$ cat src/rtl/imem_port_arbiter.sv
// rtl/imem_port_arbiter.sv - arbitrates a fetch read port and a loader write port onto one instruction memory
// Round-robin between fetch and loader, with range-checked 1-cycle synchronous-read memory access.
module imem_port_arbiter #(
  parameter int          DEPTH    = 28,
  parameter int          IDX_W    = 5,
  parameter logic [31:0] NOP_WORD = 32'h00000013
) (
  input  logic              clk,
  input  logic              rst,
  input  logic              f_req,
  input  logic [31:0]       f_addr,
  output logic              f_ack,
  output logic [31:0]       f_rdata,
  input  logic              l_req,
  input  logic [31:0]       l_addr,
  input  logic [31:0]       l_wdata,
  input  logic              l_lock,
  output logic              l_ack,
  output logic              l_err,
  output logic              mem_en,
  output logic              mem_we,
  output logic [IDX_W-1:0]  mem_idx,
  output logic [31:0]       mem_wdata,
  input  logic [31:0]       mem_rdata,
  output logic              busy
);

  typedef enum logic [1:0] {IDLE, RD, RDW, WR} state_t;

  state_t             state, state_nxt;
  logic               last_l;
  logic [IDX_W-1:0]   idx_q;
  logic [31:0]        wdata_q;
  logic               oor_q;
  logic               f_elig, l_elig;
  logic               grant_f, grant_l;
  logic [IDX_W-1:0]   f_idx, l_idx;
  logic               unused_addr_bits;

  function automatic logic out_of_range(input logic [IDX_W-1:0] idx);
    return 32'(idx) >= $unsigned(DEPTH);
  endfunction

  assign f_idx = f_addr[IDX_W+1:2];
  assign l_idx = l_addr[IDX_W+1:2];
  assign unused_addr_bits = ^{f_addr[31:IDX_W+2], f_addr[1:0], l_addr[31:IDX_W+2], l_addr[1:0]};

  // A requester whose ack is showing this cycle is already served and must not be re-granted.
  assign f_elig = f_req && !f_ack && !l_lock;
  assign l_elig = l_req && !l_ack;

  assign mem_idx   = idx_q;
  assign mem_wdata = wdata_q;
  assign busy      = (state != IDLE);

  always_ff @(posedge clk or posedge rst) begin
    if (rst) state <= IDLE;
    else     state <= state_nxt;
  end

  always_comb begin
    state_nxt = state;
    grant_f   = 1'b0;
    grant_l   = 1'b0;
    mem_en    = 1'b0;
    mem_we    = 1'b0;
    case (state)
      IDLE: begin
        if (f_elig && (!l_elig || last_l)) begin
          grant_f   = 1'b1;
          state_nxt = RD;
        end else if (l_elig) begin
          grant_l   = 1'b1;
          state_nxt = WR;
        end
      end
      RD: begin
        mem_en    = !oor_q;
        state_nxt = RDW;
      end
      RDW: state_nxt = IDLE;
      WR: begin
        mem_en    = !oor_q;
        mem_we    = !oor_q;
        state_nxt = IDLE;
      end
      default: state_nxt = IDLE;
    endcase
  end

  always_ff @(posedge clk or posedge rst) begin
    if (rst) begin
      last_l  <= 1'b1;
      idx_q   <= '0;
      wdata_q <= '0;
      oor_q   <= 1'b0;
      f_ack   <= 1'b0;
      f_rdata <= 32'h0;
      l_ack   <= 1'b0;
      l_err   <= 1'b0;
    end else begin
      f_ack <= 1'b0;
      l_ack <= 1'b0;
      l_err <= 1'b0;
      if (grant_f) begin
        idx_q  <= f_idx;
        oor_q  <= out_of_range(f_idx);
        last_l <= 1'b0;
      end
      if (grant_l) begin
        idx_q   <= l_idx;
        wdata_q <= l_wdata;
        oor_q   <= out_of_range(l_idx);
        last_l  <= 1'b1;
      end
      // Read data arrives during RDW; out-of-range fetches never touched memory.
      if (state == RDW) begin
        f_rdata <= oor_q ? NOP_WORD : mem_rdata;
        f_ack   <= 1'b1;
      end
      if (state == WR) begin
        l_ack <= 1'b1;
        l_err <= oor_q;
      end
    end
  end

endmodule

$ cat config.mk
export PLATFORM = sky130hd
export DESIGN_NAME = imem_port_arbiter
export DESIGN_NICKNAME = d
export VERILOG_FILES = /design/src/rtl/imem_port_arbiter.sv
export SDC_FILE = /design/constraint.sdc
export NUM_CORES = 1
export LEC_CHECK = 0
export ABC_AREA = 1
export CAP_MARGIN = 20
export CORE_MARGIN = 10
export CORE_UTILIZATION = 36
export CTS_CLUSTER_DIAMETER = 150
export DETAILED_ROUTE_END_ITERATION = 8
export PLACE_DENSITY = 0.79
export SLEW_MARGIN = 10
export SYNTH_ARGS = -nofsm -noshare
export SYNTH_HDL_FRONTEND = slang
export SYNTH_SLANG_ARGS = --single-unit
export TNS_END_PERCENT = 10
$ cat constraint.sdc
create_clock -name clk -period 3.6 [get_ports clk]
set_clock_uncertainty 0.15 [all_clocks]
set_input_delay 1.08 -clock clk [delete_from_list [all_inputs] [get_ports clk]]
set_output_delay 1.08 -clock clk [all_outputs]
set_load 0.02 [all_outputs]
==> results of run 1 <==
## power groups by stage
stage	logic [mW]	clock network, mW	registers (mW)
after floorplan	0.828	0	1.92
after global placement	2.32	0	1.46
after detailed placement	2.38	0	1.48
after CTS	2.38	0.730	1.47
after global routing	2.54	0.771	1.52
final	2.34	0.717	1.46
## routing by layer
metal / vias up / track usage (%) / share of wire (%)
li1: 1458 / - / -
met1: 1418 / 17.91 / 41
met2: 109 / 24.56 / 49
met3: 8 / 6.080 / 9.4
met4: 0 / 4.094 / 0.90
met5: - / 0 / 0
## area by class of cell
| class | instances | area [um^2] |
|---|---|---|
| timing repair buffer | 159 | 1589 |
| tap | 108 | 135.1 |
| fill | 794 | 3672 |
| inverter | 19 | 72.57 |
| multi-input combinational | 244 | 1089 |
| clock inverter | 4 | 72.57 |
| clock buffer | 12 | 145.1 |
| sequential | 76 | 1903 |
## sequential cells by signal, indices dropped and copies added (netlist names)
register   count
l_err          1
l_ack          1
f_rdata       32
mem_wdata     32
state          2
last_l         1
oor_q          1
mem_idx        5
f_ack          1
## worst max-delay path, cell delays in order, from the launching register on
cell and delay, ps:
sky130_fd_sc_hd__dfrtp_1 410, sky130_fd_sc_hd__inv_2 380, sky130_fd_sc_hd__nand2_4 130, sky130_fd_sc_hd__clkdlybuf4s50_1 590
## cell families (layout without fill, tap and decap cells)
group,count (synthesis),count (layout)
AOI/OAI and AO/OA,35,35
buffers and inverters,43,194
DFF,76,76
and+or+nand+nor,209,209
## through the flow
stage,cell area [um^2],setup slack (ps),util (%)
2_1_floorplan,3201,433.3,-
3_3_place_gp,4788,829.5,55.18
3_5_place_dp,4788,739.4,55.18
4_1_cts,5006,494.4,57.68
5_1_grt,5006,401.8,57.68
6_report,5006,524.0,57.68
## cells in the final DEF, fill, tap and decap left out
cell type	instances
sky130_fd_sc_hd__clkdlybuf4s50_1	153
sky130_fd_sc_hd__nand2_1	117
sky130_fd_sc_hd__nand3_1	76
sky130_fd_sc_hd__dfrtp_1	75
sky130_fd_sc_hd__o21ai_0	29
sky130_fd_sc_hd__inv_1	16
sky130_fd_sc_hd__nor2_1	11
sky130_fd_sc_hd__clkbuf_8	10
sky130_fd_sc_hd__buf_4	5
sky130_fd_sc_hd__a21oi_1	4
sky130_fd_sc_hd__nand2_2	2
sky130_fd_sc_hd__inv_2	2
sky130_fd_sc_hd__clkinv_2	2
sky130_fd_sc_hd__clkbuf_1	2
sky130_fd_sc_hd__bufinv_16	2
sky130_fd_sc_hd__nand2_4	1
sky130_fd_sc_hd__nor2_4	1
sky130_fd_sc_hd__a21oi_4	1
sky130_fd_sc_hd__nor2_2	1
sky130_fd_sc_hd__o21ai_1	1
sky130_fd_sc_hd__clkinvlp_4	1
sky130_fd_sc_hd__dfstp_2	1
sky130_fd_sc_hd__buf_12	1
## final timing paths
kind,startpoint,to,slack [ps],cells past startpoint
hold / removal,state[1]$_DFFE_PP0P_,state[1]$_DFFE_PP0P_,320,1
setup reg to reg,state[1]$_DFFE_PP0P_,mem_idx[3]$_DFFE_PP0P_,1610,7
hold reg to reg,state[1]$_DFFE_PP0P_,state[1]$_DFFE_PP0P_,320,1
setup / recovery,state[1]$_DFFE_PP0P_,busy,520,3
max in group asynchronous,rst,last_l$_DFFE_PP1P_,1610,3
min in group asynchronous,rst,mem_wdata[16]$_DFFE_PP0P_,990,2
==> metrics.txt, run 1 <==
# TYPE chip_impl_metric gauge
chip_impl_metric{name="p_comb_share",unit="%"} 51.8
chip_impl_metric{name="switching_portion_of_total_power",unit="%"} 41.24
chip_impl_metric{name="maxCapViolations",unit=""} 0
chip_impl_metric{name="clk_path_buf_depth",unit=""} 2
chip_impl_metric{name="p_int",unit="mW"} 2.657
chip_impl_metric{name="drt_pre_antenna_iters",unit=""} 4
chip_impl_info{name="most_frequent_cell_after_synthesis",value="sky130_fd_sc_hd__nand2_1"} 1
chip_impl_metric{name="ir_worst_vdd",unit="mV"} 0.4673
chip_impl_metric{name="globalRoute.totalOverflow",unit=""} 0
chip_impl_metric{name="starting_density",unit="%"} 36.88
chip_impl_metric{name="synthToLayoutAreaGrowth",unit="%"} 56.41
chip_impl_metric{name="power_density",unit="mW/mm^2"} 903.1
chip_impl_metric{name="final.min_clock_period",unit="ps"} 3076
chip_impl_metric{name="yosys.area.top_type_share",unit="%"} 58.64
chip_impl_metric{name="dr.first_iter.drc_count",unit=""} 184
chip_impl_metric{name="post_route_cells_drive_above_1_share",unit="%"} 5.837
chip_impl_metric{name="synth_enable_flop_cells",unit=""} 0
chip_impl_metric{name="antennaDiodeCount",unit=""} 0
chip_impl_metric{name="cts_sinks",unit=""} 76
chip_impl_metric{name="clkTransAtPathRegs",unit="ps"} 80
chip_impl_metric{name="synth_mux_area_share",unit="%"} 0
chip_impl_metric{name="dpl.hpwl",unit="mm"} 7.373
chip_impl_info{name="synth_area_leader_cell",value="sky130_fd_sc_hd__dfrtp_1"} 1
chip_impl_metric{name="final_net_count",unit=""} 642
chip_impl_metric{name="cts_setup_buffers",unit=""} 0
chip_impl_info{name="largest_family_of_logic_cells_by_synthesized_area",value="simple AND/OR/NAND/NOR gates"} 1
chip_impl_info{name="post_synth_main_area_contributors",value="sky130_fd_sc_hd__dfrtp_1 (59%), sky130_fd_sc_hd__nand2_1 (14%), sky130_fd_sc_hd__nand3_1 (12%)"} 1
chip_impl_metric{name="floorplan.die_area",unit="mm^2"} 0.01306
chip_impl_metric{name="tightest_slew",unit="ps"} 933.8
chip_impl_metric{name="antenna_left",unit=""} 0
chip_impl_metric{name="vias_in_the_first_global_route",unit=""} 3046
chip_impl_metric{name="port-buffer-count",unit=""} 153
chip_impl_metric{name="grt_antenna_before_repair",unit=""} 0
chip_impl_metric{name="die_y",unit="um"} 114.3
chip_impl_metric{name="cts_repair_resize_count",unit=""} 0
chip_impl_metric{name="finalSetupTns",unit="ps"} 0
chip_impl_metric{name="final_max_slew_viol_count",unit=""} 0
chip_impl_metric{name="final-instance-count-excl-fill",unit=""} 622
chip_impl_metric{name="yosys.area_share.adder",unit="%"} 0
chip_impl_metric{name="wire_per_inst",unit="um"} 16.22
chip_impl_metric{name="track_usage",unit="%"} 15.04
chip_impl_metric{name="cts_hold_buffers",unit=""} 0
chip_impl_metric{name="gp_congestion",unit=""} 0.8144
chip_impl_metric{name="grt_max_degree",unit=""} 42
chip_impl_metric{name="relSlewSlack",unit="%"} 37.68
chip_impl_info{name="hp-class",value="flip-flop to flip-flop"} 1
chip_impl_info{name="cell_at_the_root_of_the_clock_tree",value="sky130_fd_sc_hd__clkbuf_8"} 1
chip_impl_metric{name="synth_cell_type_count",unit=""} 21
chip_impl_metric{name="switching_component_of_the_power",unit="mW"} 1.865
chip_impl_metric{name="placeableCoreArea",unit="mm^2"} 0.008678
chip_impl_metric{name="die_width",unit="um"} 114.3
chip_impl_metric{name="timing.critical_path.fanout_max",unit=""} 31
chip_impl_metric{name="ctsHtreeMaxLevel",unit=""} 3
chip_impl_metric{name="drt_wl_total",unit="mm"} 10.09
chip_impl_metric{name="synth-seq-cells",unit=""} 76
chip_impl_metric{name="fmax",unit="GHz"} 0.3251
chip_impl_metric{name="boundary_pin_count",unit=""} 208
chip_impl_metric{name="period_share",unit="%"} 85.45
chip_impl_metric{name="grt_pass1_wl",unit="mm"} 16.08
chip_impl_metric{name="num_vias",unit=""} 2993
chip_impl_metric{name="place_inst",unit=""} 606
chip_impl_info{name="cts_tree",value="done"} 1
chip_impl_metric{name="detail_route.drc_violations",unit=""} 0
chip_impl_metric{name="asyncSetResetFlopFracSynth",unit="%"} 100.0
chip_impl_metric{name="seqPwrFrac",unit="%"} 32.4
chip_impl_metric{name="net_count_synth",unit=""} 496
chip_impl_metric{name="finalHoldViolCount",unit=""} 0
chip_impl_metric{name="power_leakage",unit="nW"} 2.384
chip_impl_metric{name="setup_viol",unit=""} 0
chip_impl_metric{name="synth_compound_area_share",unit="%"} 5.825
chip_impl_metric{name="yosysSeqAreaShare",unit="%"} 59.46
chip_impl_metric{name="finalPower",unit="mW"} 4.521
chip_impl_metric{name="ys.warnings.count",unit=""} 0
chip_impl_metric{name="synth_cells",unit=""} 363
chip_impl_info{name="worst_setup_path_end_kind",value="primary output"} 1
chip_impl_metric{name="synth-simple-area-share",unit="%"} 28.19
chip_impl_info{name="ys_top_cells_by_count",value="sky130_fd_sc_hd__nand2_1 (117), sky130_fd_sc_hd__nand3_1 (76), sky130_fd_sc_hd__dfrtp_1 (75), sky130_fd_sc_hd__o21ai_0 (29), sky130_fd_sc_hd__inv_1 (17)"} 1
chip_impl_metric{name="critPathRequiredTime",unit="ps"} 2370
chip_impl_metric{name="row_cnt",unit=""} 34
chip_impl_metric{name="hold_slack",unit="ps"} 323.8
chip_impl_metric{name="clk-insertion-delay-late",unit="ps"} 330
chip_impl_metric{name="tritoncts.num_buffers",unit=""} 9
chip_impl_metric{name="arrival",unit="ps"} 1850
chip_impl_metric{name="routed_via_density",unit=""} 4.812
chip_impl_metric{name="syn-cell-area",unit="mm^2"} 0.003201
chip_impl_info{name="grt_setup_unrepaired",value="no"} 1
chip_impl_info{name="path_class",value="flip-flop to primary output"} 1
chip_impl_info{name="post_synth_top_flop",value="sky130_fd_sc_hd__dfrtp_1"} 1
chip_impl_info{name="outcome",value="complete, no violations"} 1
chip_impl_metric{name="syn-mean-instance-area",unit="um^2"} 8.817
chip_impl_info{name="worst_setup_path_start_kind",value="flip-flop"} 1
chip_impl_metric{name="yosys.area_share.xor_xnor",unit="%"} 0
chip_impl_metric{name="power.share.clock",unit="%"} 15.9
Power figures use the tool's default switching activity.
==> inputs of run 2 (changes only) <==
--- a/config.mk
+++ b/config.mk
@@ -12,7 +12,6 @@
 export CTS_CLUSTER_DIAMETER = 150
 export DETAILED_ROUTE_END_ITERATION = 8
 export PLACE_DENSITY = 0.79
-export SLEW_MARGIN = 10
 export SYNTH_ARGS = -nofsm -noshare
 export SYNTH_HDL_FRONTEND = slang
 export SYNTH_SLANG_ARGS = --single-unit
==> results of run 2 <==
Final layout, timing and power as in run 1 (identical DEF).
